$ cat src/rtl/memoria_lector_pkg.sv
// Shared widths, defaults and state encoding for the register-file burst reader.
package memoria_lector_pkg;

  localparam int unsigned N_DEF    = 16;
  localparam int unsigned NREG_DEF = 16;
  localparam int unsigned AW       = 4;
  localparam int unsigned CW       = 5;

  typedef enum logic [1:0] {
    IDLE = 2'd0,
    SEND = 2'd1,
    DONE = 2'd2
  } state_t;

  // Burst lengths beyond the register file size read each entry once.
  function automatic logic [CW-1:0] clamp_count(input logic [CW-1:0] c);
    return (c > CW'(NREG_DEF)) ? CW'(NREG_DEF) : c;
  endfunction

endpackage

$ cat src/rtl/memoria_lector_mux.sv
// Combinational 16:1 selection of one register-file entry.
module memoria_lector_mux
  import memoria_lector_pkg::*;
#(
  parameter int unsigned N    = N_DEF,
  parameter int unsigned NREG = NREG_DEF
) (
  input  logic [NREG*N-1:0] regs,
  input  logic [AW-1:0]     sel,
  output logic [N-1:0]      dout
);

  always_comb begin
    dout = '0;
    for (int unsigned i = 0; i < NREG; i++) begin
      if (sel == AW'(i)) dout = regs[i*N +: N];
    end
  end

endmodule

$ cat src/rtl/memoria_lector.sv
// Streams a burst of register-file entries out over a valid/ready interface.
module memoria_lector
  import memoria_lector_pkg::*;
#(
  parameter int unsigned N    = N_DEF,
  parameter int unsigned NREG = NREG_DEF
) (
  input  logic              clk,
  input  logic              rst,
  input  logic              start,
  input  logic [AW-1:0]     base_addr,
  input  logic [CW-1:0]     count,
  input  logic [NREG*N-1:0] regs,
  input  logic              out_ready,
  output logic              out_valid,
  output logic [N-1:0]      out_data,
  output logic [AW-1:0]     out_addr,
  output logic              out_last,
  output logic              busy,
  output logic              done
);

  state_t        state, state_n;
  logic [AW-1:0] addr, addr_n, addr_inc, mux_sel, oaddr_n;
  logic [CW-1:0] remaining, rem_n, count_clamped;
  logic [N-1:0]  mux_dout, data_n;
  logic          last_n;

  assign addr_inc      = addr + AW'(1);
  assign count_clamped = clamp_count(count);
  // In IDLE the first beat comes from base_addr; in SEND we prefetch the next entry.
  assign mux_sel       = (state == IDLE) ? base_addr : addr_inc;

  memoria_lector_mux #(.N(N), .NREG(NREG)) u_mux (
    .regs (regs),
    .sel  (mux_sel),
    .dout (mux_dout)
  );

  always_comb begin
    state_n = state;
    addr_n  = addr;
    rem_n   = remaining;
    data_n  = out_data;
    oaddr_n = out_addr;
    last_n  = out_last;
    unique case (state)
      IDLE: begin
        if (start) begin
          if (count == '0) begin
            state_n = DONE;
          end else begin
            state_n = SEND;
            addr_n  = base_addr;
            rem_n   = count_clamped;
            data_n  = mux_dout;
            oaddr_n = base_addr;
            last_n  = (count_clamped == CW'(1));
          end
        end
      end
      SEND: begin
        if (out_ready) begin
          if (remaining == CW'(1)) begin
            state_n = DONE;
            rem_n   = '0;
            last_n  = 1'b0;
          end else begin
            addr_n  = addr_inc;
            rem_n   = remaining - CW'(1);
            data_n  = mux_dout;
            oaddr_n = addr_inc;
            last_n  = (remaining == CW'(2));
          end
        end
      end
      DONE:    state_n = IDLE;
      default: state_n = IDLE;
    endcase
  end

  always_ff @(posedge clk or posedge rst) begin
    if (rst) begin
      state     <= IDLE;
      addr      <= '0;
      remaining <= '0;
      out_data  <= '0;
      out_addr  <= '0;
      out_last  <= 1'b0;
      out_valid <= 1'b0;
      busy      <= 1'b0;
      done      <= 1'b0;
    end else begin
      state     <= state_n;
      addr      <= addr_n;
      remaining <= rem_n;
      out_data  <= data_n;
      out_addr  <= oaddr_n;
      out_last  <= last_n;
      out_valid <= (state_n == SEND);
      busy      <= (state_n != IDLE);
      done      <= (state_n == DONE);
    end
  end

endmodule

$ cat config.mk
export PLATFORM = sky130hd
export DESIGN_NAME = memoria_lector
export DESIGN_NICKNAME = d
export VERILOG_FILES = /design/src/rtl/memoria_lector_pkg.sv /design/src/rtl/memoria_lector_mux.sv /design/src/rtl/memoria_lector.sv
export SDC_FILE = /design/constraint.sdc
export NUM_CORES = 1
export LEC_CHECK = 0
export BUFFER_PORTS_ARGS = -buffer_cell sky130_fd_sc_hd__buf_2
export CAP_MARGIN = 10
export CORE_AREA = 4 4 113 115
export CTS_CLUSTER_SIZE = 25
export DETAILED_ROUTE_END_ITERATION = 12
export DIE_AREA = 0 0 117 119
export GPL_TIMING_DRIVEN = 0
export PLACE_DENSITY = 0.74
export SLEW_MARGIN = 20
export SYNTH_ARGS = -nofsm -noshare
export SYNTH_HDL_FRONTEND = slang
export SYNTH_SLANG_ARGS = --single-unit
export TNS_END_PERCENT = 5
$ cat constraint.sdc
create_clock -name clk -period 5.5 [get_ports clk]
set_clock_uncertainty 0.2 [all_clocks]
set_input_delay 0 -clock clk [delete_from_list [all_inputs] [get_ports clk]]
set_output_delay 0 -clock clk [all_outputs]
set_load 0.05 [all_outputs]
# --- Word level (Yosys, flattened, before mapping) ---
# Index checks and enable logic that the tools add are counted.
totals:
  register_bits: 31
  in_bits: 269
  output_inout_bits: 24
  word_cells: 86
classes:
  addsub: 2
  magnitude_cmp: 1
  eq_ne: 25
  mux: 43
  reduce_logical: 7
ops:
  columns: ["op", "count"]
  rows:
  - ["16-bit two-way mux", 20]
  - ["4-bit equality test, second input constant", 8]
  - ["16-bit case mux with 2 select lines", 1]
  - ["5-bit two-way mux", 5]
  - ["4-bit two-way mux", 5]
  - ["4-bit by 3-bit equality test with 1-bit output, second input constant", 4]
  - ["5-bit by 1-bit equality test with 1-bit output, second input constant", 2]
  - ["5-bit case mux with 2 select lines", 1]
  - ["4-bit by 2-bit equality test with 1-bit output, second input constant", 2]
  - ["2-bit two-way mux", 4]
  - ["2-bit inequality test, second input constant", 4]
  - ["4-bit case mux with 2 select lines", 1]
  - ["5-bit by 2-bit equality test with 1-bit output, second input constant", 1]
  - ["5-bit greater-than comparator, second input constant", 1]
  - ["5-bit zero test", 1]
  - ["5-bit AND reduction", 1]
  - ["5-bit by 1-bit subtractor with 5-bit output, second input constant", 1]
  - ["4-bit by 1-bit adder with 4-bit output, second input constant", 1]
  - ["2-bit by 1-bit equality test with 1-bit output, second input constant", 2]
  - ["4-bit by 1-bit equality test with 1-bit output, second input constant", 1]
  - ["4-bit zero test", 1]
  - ["1-bit two-way mux", 4]
  - ["2-bit case mux with 2 select lines", 1]
  - ["4-bit AND reduction", 1]
  - ["4 further kinds", 5]

# --- Depth between registers and ports, before layout ---
# Gate-level depths: netlist (run 1).
depth:
  word_depth: 22
  depth_mapped: 11
  mapped_depth_nobuf: 9

# --- Modules after synthesis ---
# Synthesis (run 1) repeated with hierarchy kept, for this count alone.
hier_totals:
  hier_cells: 494
  area_unflattened_um2: 4222.8
by_module_without_submodules:
  columns: ["module", "n_inst", "cells_each", "area_per_inst_um2", "seq_area_each_um2"]
  rows:
  - ["memoria_lector_mux", 1, 354, 2592.5, 0.0]
  - ["memoria_lector", 1, 140, 1630.3, 775.7]

# --- Worst setup path before layout (run 1) ---
# OpenSTA, ideal clock, no wires.
synth_path:
  kind: "register to register"
  start: "register addr[0]"
  end: "register out_data[4]"
  setup_ns: 0.126
  arrival_ns: 2.617
  required_ns: 5.174
  setup_slack_ns: 2.557
  path_stages_with_launch: 11
  path_buffers: 2
  period_less_slack_ns: 2.943
  path_cell_list: "dfrtp_1 -> ha_1 -> clkbuf_1 -> nand2b_1 -> o21ai_1 -> buf_2 -> a222oi_1 -> a21oi_1 -> a21oi_1 -> o211ai_1 -> a221o_1"
synth_via:
  elab_chain_len: 22
  elab_cells_between_ends: 39
  cone_classes: "1 x add/sub; 15 x eq/ne; 22 x mux; 1 x reduce/logical"
synth_lines:
  columns: ["item", "line_no", "source"]
  rows:
  - ["start: declaration", "memoria_lector.sv:24", "logic [AW-1:0] addr, addr_n, addr_inc, mux_sel, oaddr_n;"]
  - ["start signal: assignment", "memoria_lector.sv:95", "addr <= addr_n;"]
  - ["4-bit by 1-bit adder with 4-bit output (*)", "memoria_lector.sv:29", "assign addr_inc = addr + AW'(1);"]
  - ["4-bit two-way mux (*)", "memoria_lector.sv:32", "assign mux_sel = (state == IDLE) ? base_addr : addr_inc;"]
  - ["4-bit zero test", "memoria_lector_mux.sv:16", "if (sel == AW'(i)) dout = regs[i*N +: N];"]
  - ["16-bit two-way mux (15 in a row)", "memoria_lector_mux.sv:16", null]
  - ["16-bit two-way mux (*)", "memoria_lector_mux.sv:16", null]
  - ["16-bit two-way mux (on tied branches)", "memoria_lector.sv:64, memoria_lector.sv:50", null]
  - ["16-bit two-way mux (on tied branches)", "memoria_lector.sv:63, memoria_lector.sv:49", null]
  - ["16-bit case mux with 2 select lines (*)", "memoria_lector.sv:47", "unique case (state)"]
  - ["end signal: assignment", "memoria_lector.sv:97", "out_data <= data_n;"]
  - ["end: declaration", "memoria_lector.sv:16", "output logic [N-1:0] out_data,"]
# Mark *: on every way between the ends. The rest lies on a longest branch, timed or not. The select of a mux whose other input is x is not followed.
# A chain may end at the register's enable or synchronous reset.

# --- Final worst setup path (run 1) ---
layout_path:
  start: "register addr[0]"
  end: "register out_data[1]"
# Same word-level chain as after synthesis.

==> results of run 1 <==
-- area by class of cell --
class	instances	area, um2
Timing Repair Buffer	340	1950
Antenna cell	2	5.00
Sequential cell	31	776
Clock inverter	1	7.51
Tap cell	147	184
Clock buffer	7	153
Buffer	41	234
Fill cell	1215	5670
Multi-Input combinational cell	420	2820
Inverter	4	15.0
-- critical path, cell delays in order, from the launching register on --
cell	delay, ns
sky130_fd_sc_hd__dfrtp_1	0.43
sky130_fd_sc_hd__ha_1	0.29
sky130_fd_sc_hd__clkbuf_1	0.34
sky130_fd_sc_hd__nand2b_1	0.20
sky130_fd_sc_hd__mux2i_4	0.30
sky130_fd_sc_hd__clkbuf_1	0.55
sky130_fd_sc_hd__nand2_1	0.16
sky130_fd_sc_hd__nor2_1	0.63
sky130_fd_sc_hd__a222oi_1	0.16
sky130_fd_sc_hd__dlygate4sd3_1	0.63
sky130_fd_sc_hd__o21ai_1	0.08
sky130_fd_sc_hd__dlygate4sd3_1	0.56
-- power breakdown --
| part | switching (uW) | internal (uW) | leakage (uW) |
|---|---|---|---|
| sequential | 80.6 | 347 | 0.000369 |
| combinational | 2900 | 1750 | 0.00238 |
| clock | 108 | 193 | 0.0000762 |
-- metal layers --
metal / track usage, % / routed length, um / vias to the layer above / part of all wire (%)
met5: 0 / 47 / - / 0.20
met4: 10.8 / 901 / 6 / 3.8
met3: 7.77 / 2620 / 64 / 11
met2: 52.2 / 11000 / 425 / 46
met1: 41.1 / 9310 / 2915 / 39
li1: - / - / 2740 / -
-- kinds of logic after synthesis --
group,count (synthesis),share of synthesized area (%)
AO/OA/AOI/OAI,265,50.6
XOR/XNOR,2,0.455
adder cells (fa/ha/maj),4,1.30
buffers and inverters,45,6.47
flip-flops,31,20.2
multiplexers,7,2.24
AND/OR/NAND/NOR,142,18.8
-- sequential cells by signal, summed over array words and instances (netlist names) --
| signal | cells |
|---|---|
| out_valid | 1 |
| done | 1 |
| remaining | 5 |
| out_last | 1 |
| out_data | 16 |
| addr | 4 |
| state | 2 |
| busy | 1 |
-- per-stage QoR --
stage          instance area [um2]  cells  utilization [%]  worst slack (ns)
2_1_floorplan                 3850    496                -              2.56
3_3_place_gp                  5490    934             46.5              1.98
3_5_place_dp                  5490    934             46.5              2.01
4_1_cts                       6140    991             52.0              1.09
5_1_grt                       6140    992             52.0             0.763
6_report                      6140    993             52.0             0.905
-- cells in the final DEF, fill, tap and decap left out, types with 9 or more instances in the layout --
master and instances:
sky130_fd_sc_hd__a22o_1 14, sky130_fd_sc_hd__a222oi_1 21, sky130_fd_sc_hd__nor2_1 37, sky130_fd_sc_hd__a22oi_1 23, sky130_fd_sc_hd__nor3_1 18, sky130_fd_sc_hd__dlygate4sd3_1 49
sky130_fd_sc_hd__clkbuf_1 9, sky130_fd_sc_hd__a221oi_1 15, sky130_fd_sc_hd__a21oi_1 36, sky130_fd_sc_hd__nand2_1 35, sky130_fd_sc_hd__dfrtp_1 31, sky130_fd_sc_hd__nand3_1 9
sky130_fd_sc_hd__buf_2 313, sky130_fd_sc_hd__o22ai_1 35, sky130_fd_sc_hd__o21ai_0 39
-- path summary, 6_finish.rpt --
| check | depth (start not counted) | to | slack (ns) |
|---|---|---|---|
| max | 11 | out_data[1] | 0.91 |
| min in group asynchronous | 3 | out_data[13] | 0.20 |
| min | 4 | addr[3] | 0.001 |
| min reg2reg | 1 | out_last | 0.31 |
| max in group asynchronous | 3 | out_data[4] | 4.41 |
| max reg2reg | 11 | out_data[1] | 0.91 |
==> results.txt, run 1 <==
For the total wire length after detailed routing, the log shows 23,900 um. Derived from the worst setup path, the maximum achievable clock frequency is 0.218 GHz. The fraction of final layout cells sized beyond drive strength 1 was 41.9%; the maximum resistive drop on vdd was 0.375 mV. The worst setup path is launched from a flop. The synthesized cell area was 3850 um2.

After floorplanning, the core was divided into 40 placement rows. After synthesis, the mean cell area works out to 7.76 um2. The final hold violation count was 0; the transition time of the tightest slew-check pin was 0.908 ns.

For the area of the core, the log shows 11,800 um2. The source of the critical timing path was addr[0]. Hold timing on the final database bottoms out at a slack of 0.00130 ns. TritonCTS built the clock tree. The flow ran to the end, and the final reports show no timing, DRC or antenna violations. The proportion of netlist area held by the largest area contributor came out at 20.2%. Of all cell types, the one taking the most synthesized area is sky130_fd_sc_hd__dfrtp_1. The floorplan step defined a die boundary enclosing 13,900 um2. The run gives 5,919 as the via count of the first global-routing pass. Of the synthesized area, sequential elements account for 20.2%. Along the worst path, the maximum fanout reaches 10. At the end of the flow, the number of nets in the layout was 1,116.

The run gives 2 as the number of H-tree branching levels. Counting instances in the post-synthesis netlist gives the leading cell types as sky130_fd_sc_hd__o21ai_0 (39), sky130_fd_sc_hd__nor2_1 (37), sky130_fd_sc_hd__a21oi_1 (36). For the number of buffers added by the clock tree synthesis step, the log shows 5. The most instantiated flip-flop cell in the synthesis netlist is sky130_fd_sc_hd__dfrtp_1.

In this run the tool buffered the top-level ports with 291 buffer cells. Post-CTS timing repair inserted 0 buffers for setup. The path class of the tightest hold or removal check is in2reg. Setup violations remaining at the end of the flow were counted as 0. The gate count after technology mapping is 496. Setup repair after global routing left no endpoint under its margin.

Global router's overall resource usage: 32.1%. In the finished design, the share of the clock period the worst path needs comes to 83.5%. Once detail routing completed, the nets flagged for antenna violations numbered 0. The die boundary height was 119 um; the maximum count of clock buffers along a single path was 2. The leading cell type by number of instances after synthesis is sky130_fd_sc_hd__o21ai_0. Total of cells resized after clock tree synthesis: 0. Dividing the detail-routed wire length by the instance count gives 24.1 um.

The tools report the critical hold path startpoint as base_addr[3]. The average via count per standard cell came out at 6.19. Compared with the post-synthesis result, the final layout area differs by 59.7%. At the end of routability-driven placement, the weighted congestion stood at 0.958. The post-synthesis sequential element count was 31; the Yosys warning count was 0.

In the routed design, unresolved DRC markers number 0. STA classifies the critical path endpoint as a flop. The run gives 31 as the total number of clock tree sinks.

The first detailed-routing pass took 8 iterations. The top-level I/O count is 293, and the proportion of register bits with asynchronous set or reset after synthesis is 100%. The tools report the clock latency reported for the late side of the worst-skew pair as 0.28 ns.

After layout, the minimum clock period comes to 4.59 ns. The final-layout setup total negative slack is 0 ns. Measured against its own limit, the worst slew margin works out to 39.2%. The tools report the sum of internal, switching and leakage power as 5380 uW. Yosys attributes the largest share of cell area to sky130_fd_sc_hd__dfrtp_1 (20%), sky130_fd_sc_hd__o22ai_1 (5.7%), sky130_fd_sc_hd__a222oi_1 (5.5%).

The run gives 4.61 ns as the data arrival time of the worst path. The starting utilization of the core area was 32.6%. In this run the static leakage power is 0.00283 uW. The number of enable-type register cells in the synthesized netlist was 0; the width of the chip was 117 um.

Clock-pin slew was measured on the worst setup and hold paths at 0.06 ns. After synthesis, the netlist uses 74 different library cells. The total overflow left after global routing is 0.

Once detailed placement completed, the half-perimeter wirelength came to 18,700 um. Detailed routing inserted a total of 6,150 vias. The tools report the startpoint of the most critical register-to-register path as addr[0]. Max-slew violation total from the final report: 0. For the number of buffers inserted for hold repair after clock tree synthesis, the log shows 49.

For this design the ratio of total power to cell area is 875 nW/um2. The initial antenna violation count was 4; the total of max-cap violations was 0. The first global-routing pass estimated 33,900 um of wire. The worst setup path is of the reg2reg kind.

Entering global routing, the biggest net connects 32 pins. The tree is rooted in a sky130_fd_sc_hd__clkbuf_16. The starting DRC count in detailed routing is 821. Counting every net in the synthesized netlist gives 769. Data on the critical path is required at its endpoint by 5.52 ns.
Note: power is estimated with default switching activity, not from simulation.
==> run 2, diff against run 1 <==
--- a/config.mk
+++ b/config.mk
@@ -5,14 +5,15 @@
 export SDC_FILE = /design/constraint.sdc
 export NUM_CORES = 1
 export LEC_CHECK = 0
+export ABC_AREA = 1
 export BUFFER_PORTS_ARGS = -buffer_cell sky130_fd_sc_hd__buf_2
 export CAP_MARGIN = 10
-export CORE_AREA = 4 4 113 115
+export CORE_AREA = 4 4 111 113
 export CTS_CLUSTER_SIZE = 25
 export DETAILED_ROUTE_END_ITERATION = 12
-export DIE_AREA = 0 0 117 119
+export DIE_AREA = 0 0 115 117
 export GPL_TIMING_DRIVEN = 0
-export PLACE_DENSITY = 0.74
+export PLACE_DENSITY = 0.76
 export SLEW_MARGIN = 20
 export SYNTH_ARGS = -nofsm -noshare
 export SYNTH_HDL_FRONTEND = slang
==> constraint.sdc (replaced) <==
create_clock -name clk -period 4.65 [get_ports clk]
set_clock_uncertainty 0.2 [all_clocks]
set_input_delay 0 -clock clk [delete_from_list [all_inputs] [get_ports clk]]
set_output_delay 0 -clock clk [all_outputs]
set_load 0.05 [all_outputs]
==> run 2 against run 1 <==
Against the previous run:
- worst hold slack improved by 0.16 ns
- via count down 5.2%
- core utilization rose by 2.2 points
==> results.txt, run 2 <==
The area of the core came out at 11,300 um2 (was 11,800 um2). The tools report the total of max-cap violations as 0 (unchanged). The finished layout cell area was 6130 um2 (was 6140 um2); the via count of the first global-routing pass was 5,252 (was 5,919). The number of I/O port buffers was 292 (was 291); the proportion of netlist area held by the largest area contributor was 24.9% (was 20.2%). The final-layout setup total negative slack was 0 ns (unchanged). The wire length of the first global-routing pass is 27,800 um (was 33,900 um).

Highest-count cells in the layout ignoring fill and taps: sky130_fd_sc_hd__buf_2 (307), sky130_fd_sc_hd__nand2_1 (255), sky130_fd_sc_hd__nor2_1 (70) (was sky130_fd_sc_hd__buf_2 (313), sky130_fd_sc_hd__dlygate4sd3_1 (49), sky130_fd_sc_hd__o21ai_0 (39)). TritonCTS built the clock tree. The count of buffering cells on the critical path with inverters included was 8 (was 4).

Cell types with the highest counts after synthesis: sky130_fd_sc_hd__nand2_1 (255), sky130_fd_sc_hd__nor2_1 (70), sky130_fd_sc_hd__inv_1 (68) (was sky130_fd_sc_hd__o21ai_0 (39), sky130_fd_sc_hd__nor2_1 (37), sky130_fd_sc_hd__a21oi_1 (36)). The tools report the headroom to the max-slew limit as 52.3% (was 39.2%). The total number of clock tree sinks is 31 (unchanged).

Largest register by flop count: out_data (unchanged). Leakage power figure: 0.00333 uW (was 0.00283 uW). For the initial antenna violation count, the log shows 15 (was 4).

The starting DRC count in detailed routing is 482 (was 821), and the net switching share of the total power is 57.1% (was 57.4%). Registers with the most flip-flops: out_data (16), remaining (5), addr (4) (unchanged). Worst hold-check path type: in2async (was in2reg). The highest net fanout along the worst path was 10 (unchanged); the total wire length after detailed routing was 19,700 um (was 23,900 um).

The root buffer cell is sky130_fd_sc_hd__clkbuf_16 (unchanged). For the sequential share of the synthesized area, the log shows 20.2% (about the same). The transition time of the tightest slew-check pin works out to 0.713 ns (was 0.908 ns).

The logs give 26.8% (was 32.1%) for the global router's overall resource usage and 0 (unchanged) for the Yosys warning count. The run gives 0 (unchanged) as the final hold violation count. The fraction of final layout cells sized beyond drive strength 1 is 35.5% (was 41.9%), and the worst-case hold slack is 0.160 ns (was 0.00130 ns).

The tools report the filler cell count in the final layout as 1,157 (was 1,215). The width of the chip is 115 um (was 117 um). The die boundary height came out at 117 um (was 119 um).

The flow ran to the end, and the final reports show no timing, DRC or antenna violations. The tools report the element type at the critical path end as a flop (unchanged). The clock latency reported for the late side of the worst-skew pair was 0.27 ns (was 0.28 ns).

The number of nets produced by synthesis was 952 (was 769). Cell area after placement: 5480 um2 (was 5490 um2). The type of the worst setup path was in2reg (was reg2reg). The cell type group with the largest total delay on the critical path was buffers and inverters (unchanged).

The run gives 39 (was 40) as the floorplan row count. Post-synthesis average cell area: 5.66 um2 (was 7.76 um2). The remaining number of nets flagged by the antenna check after routing came out at 0 (unchanged). The most common library cell in the layout ignoring fill and taps was sky130_fd_sc_hd__buf_2 (unchanged).

For the sequential share of power, the log shows 10.6% (was 8.0%). Post-CTS setup buffer count: 0 (unchanged). The number of enable-type register cells in the synthesized netlist came out at 0 (unchanged).

The area added between synthesis and finish is 59.6% (was 59.7%). The average via count per standard cell works out to 4.98 (was 6.19). After layout, the worst path uses 78.2% of the clock period. The switching component of the power is 2620 uW (was 3090 uW).

The post-detailed-route wirelength per cell is 16.8 um (was 24.1 um), and the post-synthesis cell type count is 35 (was 74). For the overall overflow remaining after global route, the log shows 0 (unchanged). The run gives 0 (unchanged) as the final count of negative-setup-slack endpoints. The clock-pin slew of the registers on the worst-case setup and hold paths works out to 0.05 ns (was 0.06 ns). The storage element area is 776 um2 (unchanged), and the first-pass detailed-route iteration total is 7 (was 8). The relative contribution of the clock network to total power was 8.3% (was 5.6%). After layout, the minimum clock period comes to 3.64 ns. The run gives 0.487 mV (was 0.375 mV) as the maximum resistive drop on vdd. The proportion of register bits with asynchronous set or reset after synthesis works out to 100% (unchanged). The top cell type by total area after synthesis was sky130_fd_sc_hd__nand2_1 (was sky130_fd_sc_hd__dfrtp_1).

The synthesized cell area is 3840 um2 (was 3850 um2). The number of flip-flops in the largest register works out to 16 (unchanged). Top post-synthesis cells by area: sky130_fd_sc_hd__nand2_1 (25%), sky130_fd_sc_hd__dfrtp_1 (20%), sky130_fd_sc_hd__nand4_1 (11%) (was sky130_fd_sc_hd__dfrtp_1 (20%), sky130_fd_sc_hd__o22ai_1 (5.7%), sky130_fd_sc_hd__a222oi_1 (5.5%)). The pin count of the biggest net entering global routing is 32 (unchanged), and the final estimated routing congestion in global placement is 0.991 (was 0.958). Crit path cell chain: dlygate4sd3_1 > buf_2 > nor2_1 > inv_1 > nor4_1 > dlygate4sd3_1 > inv_1 > o21ai_0 > nor2_1 > clkbuf_1 > o21ai_0 > inv_1 > nand2_1 > dlygate4sd3_1 > nand2_1 (was ha_1 > clkbuf_1 > nand2b_1 > mux2i_4 > clkbuf_1 > nand2_1 > nor2_1 > a222oi_1 > dlygate4sd3_1 > o21ai_1 > dlygate4sd3_1).

The critical path data required time was 4.61 ns (was 5.52 ns); the number of H-tree branching levels was 2 (unchanged). The post-synthesis sequential element count was 31 (unchanged); the net count reported at finish was 1,298 (was 1,116). The tools report the placed wire-length estimate after detailed placement as 15,900 um (was 18,700 um).

Delay of the slowest cell on the worst path: 0.65 ns (was 0.63 ns). The tools report the floorplan die area as 13,500 um2 (was 13,900 um2). The most instantiated flip-flop cell in the synthesis netlist is sky130_fd_sc_hd__dfrtp_1 (unchanged). The tools report the area of combinational cells with multiple inputs as 2650 um2 (was 2820 um2).

The run gives 3.60 ns (was 4.61 ns) as the data arrival time of the worst path. Critical-path cell with the highest stage delay: sky130_fd_sc_hd__dlygate4sd3_1 (was sky130_fd_sc_hd__nor2_1). The sum of internal, switching and leakage power is 4600 uW (was 5380 uW), and the maximum count of clock buffers along a single path is 2 (unchanged). The remaining routing DRC violations is 0 (unchanged). The internal cell power was 1980 uW (was 2290 uW); the power density over the cells was 750 nW/um2 (was 875 nW/um2). The max-slew violation total from the final report is 0 (unchanged), and the number of buffers added by the clock tree synthesis step is 5 (unchanged). The share of total power in combinational logic was 81.1% (was 86.5%).

The total vias in the final route is 5,828 (was 6,150), and the total of cells resized after clock tree synthesis is 0 (unchanged). Setup repair after global routing left no endpoint under its margin. The top-level I/O count is 293 (unchanged). Timing would allow up to 0.275 GHz. The leading cell type by number of instances after synthesis is sky130_fd_sc_hd__nand2_1 (was sky130_fd_sc_hd__o21ai_0). The startpoint class of the critical path was a primary input (was a flop). The gate count after technology mapping is 679 (was 496). Starting utilization of the core area: 34.0% (was 32.6%).
-- run 2: cell count changes after synthesis, sizes merged, moves of 18 or more --
cell    delta
a222oi    -21
a22oi     -24
inv       +74
nand2    +226
nand3     +19
nand4     +65
nor2      +46
nor3      -18
o22ai     -35
or2       +23
-- run 2: final timing paths --
check | from | endpoint | slack [ns] | cells past startpoint
min in group clk | out_data[3] | out_data[3] | 0.28 | 2
worst max register to register | addr[0] | out_data[11] | 1.18 | 13
worst min register to register | out_data[3] | out_data[3] | 0.28 | 2
max in group asynchronous | rst | out_valid | 3.66 | 3
worst min-delay path | rst | out_data[11] | 0.16 | 3
worst max-delay path | count[3] | out_data[7] | 1.01 | 15
-- run 2: area by class of cell --
cell class	count	share of cell area [%]
inverters	80	4.94
flip-flops and latches	31	12.6
plain buffers	23	1.96
clock inverters	2	0.571
multi-input cells	545	43.1
well taps	143	2.92
diodes	2	0.0816
clock buffers	6	2.26
repair buffers	339	31.5
-- run 2: logic make-up (layout without fill, tap and decap cells) --
logic type | count (synthesis) | count (layout) | synth area share (%)
other | 0 | 2 | 0
and+or+nand+nor | 468 | 468 | 56.9
xor gates and xnor gates | 3 | 3 | 0.684
buffers and inverters | 103 | 450 | 11.0
DFF | 31 | 31 | 20.2
adders and majority gates | 4 | 4 | 1.30
AOI/OAI and AO/OA | 70 | 70 | 9.96
-- run 2: worst min-delay path, delay by kind of cell --
kind | cells | cell delay [ns]
buffers and inverters | 3 | 1.12
-- run 2: metal layers --
metal	part of all wire, %	routed length (um)	GRT usage, %	vias up
met5	0.79	155	0	-
met4	2.4	470	7.90	26
met3	13	2500	11.1	67
met2	45	8870	42.5	335
met1	39	7700	33.4	2511
li1	-	-	-	2889
-- run 2: power by group through the flow --
stage               registers, uW  clock network (uW)  logic, uW
finish                        486                 383       3730
CTS                           482                 388       3680
detailed placement            479                   0       3380
global route                  502                 397       4110
floorplan                     798                   0       2060
global placement              483                   0       3350
-- run 2: repair_timing --
item                       4_1_cts  5_1_grt
hold endpoints to repair        62        0
hold buffers                    47        0
setup endpoints to repair        0        0
-- run 2: metrics by stage --
stage	utilization [%]	worst slack, ns	std cells
after floorplan	-	2.05	679
after global placement	48.4	1.76	1114
after detailed placement	48.4	1.77	1114
after CTS	54.1	1.15	1169
after global routing	54.2	0.648	1170
final	54.2	1.01	1171
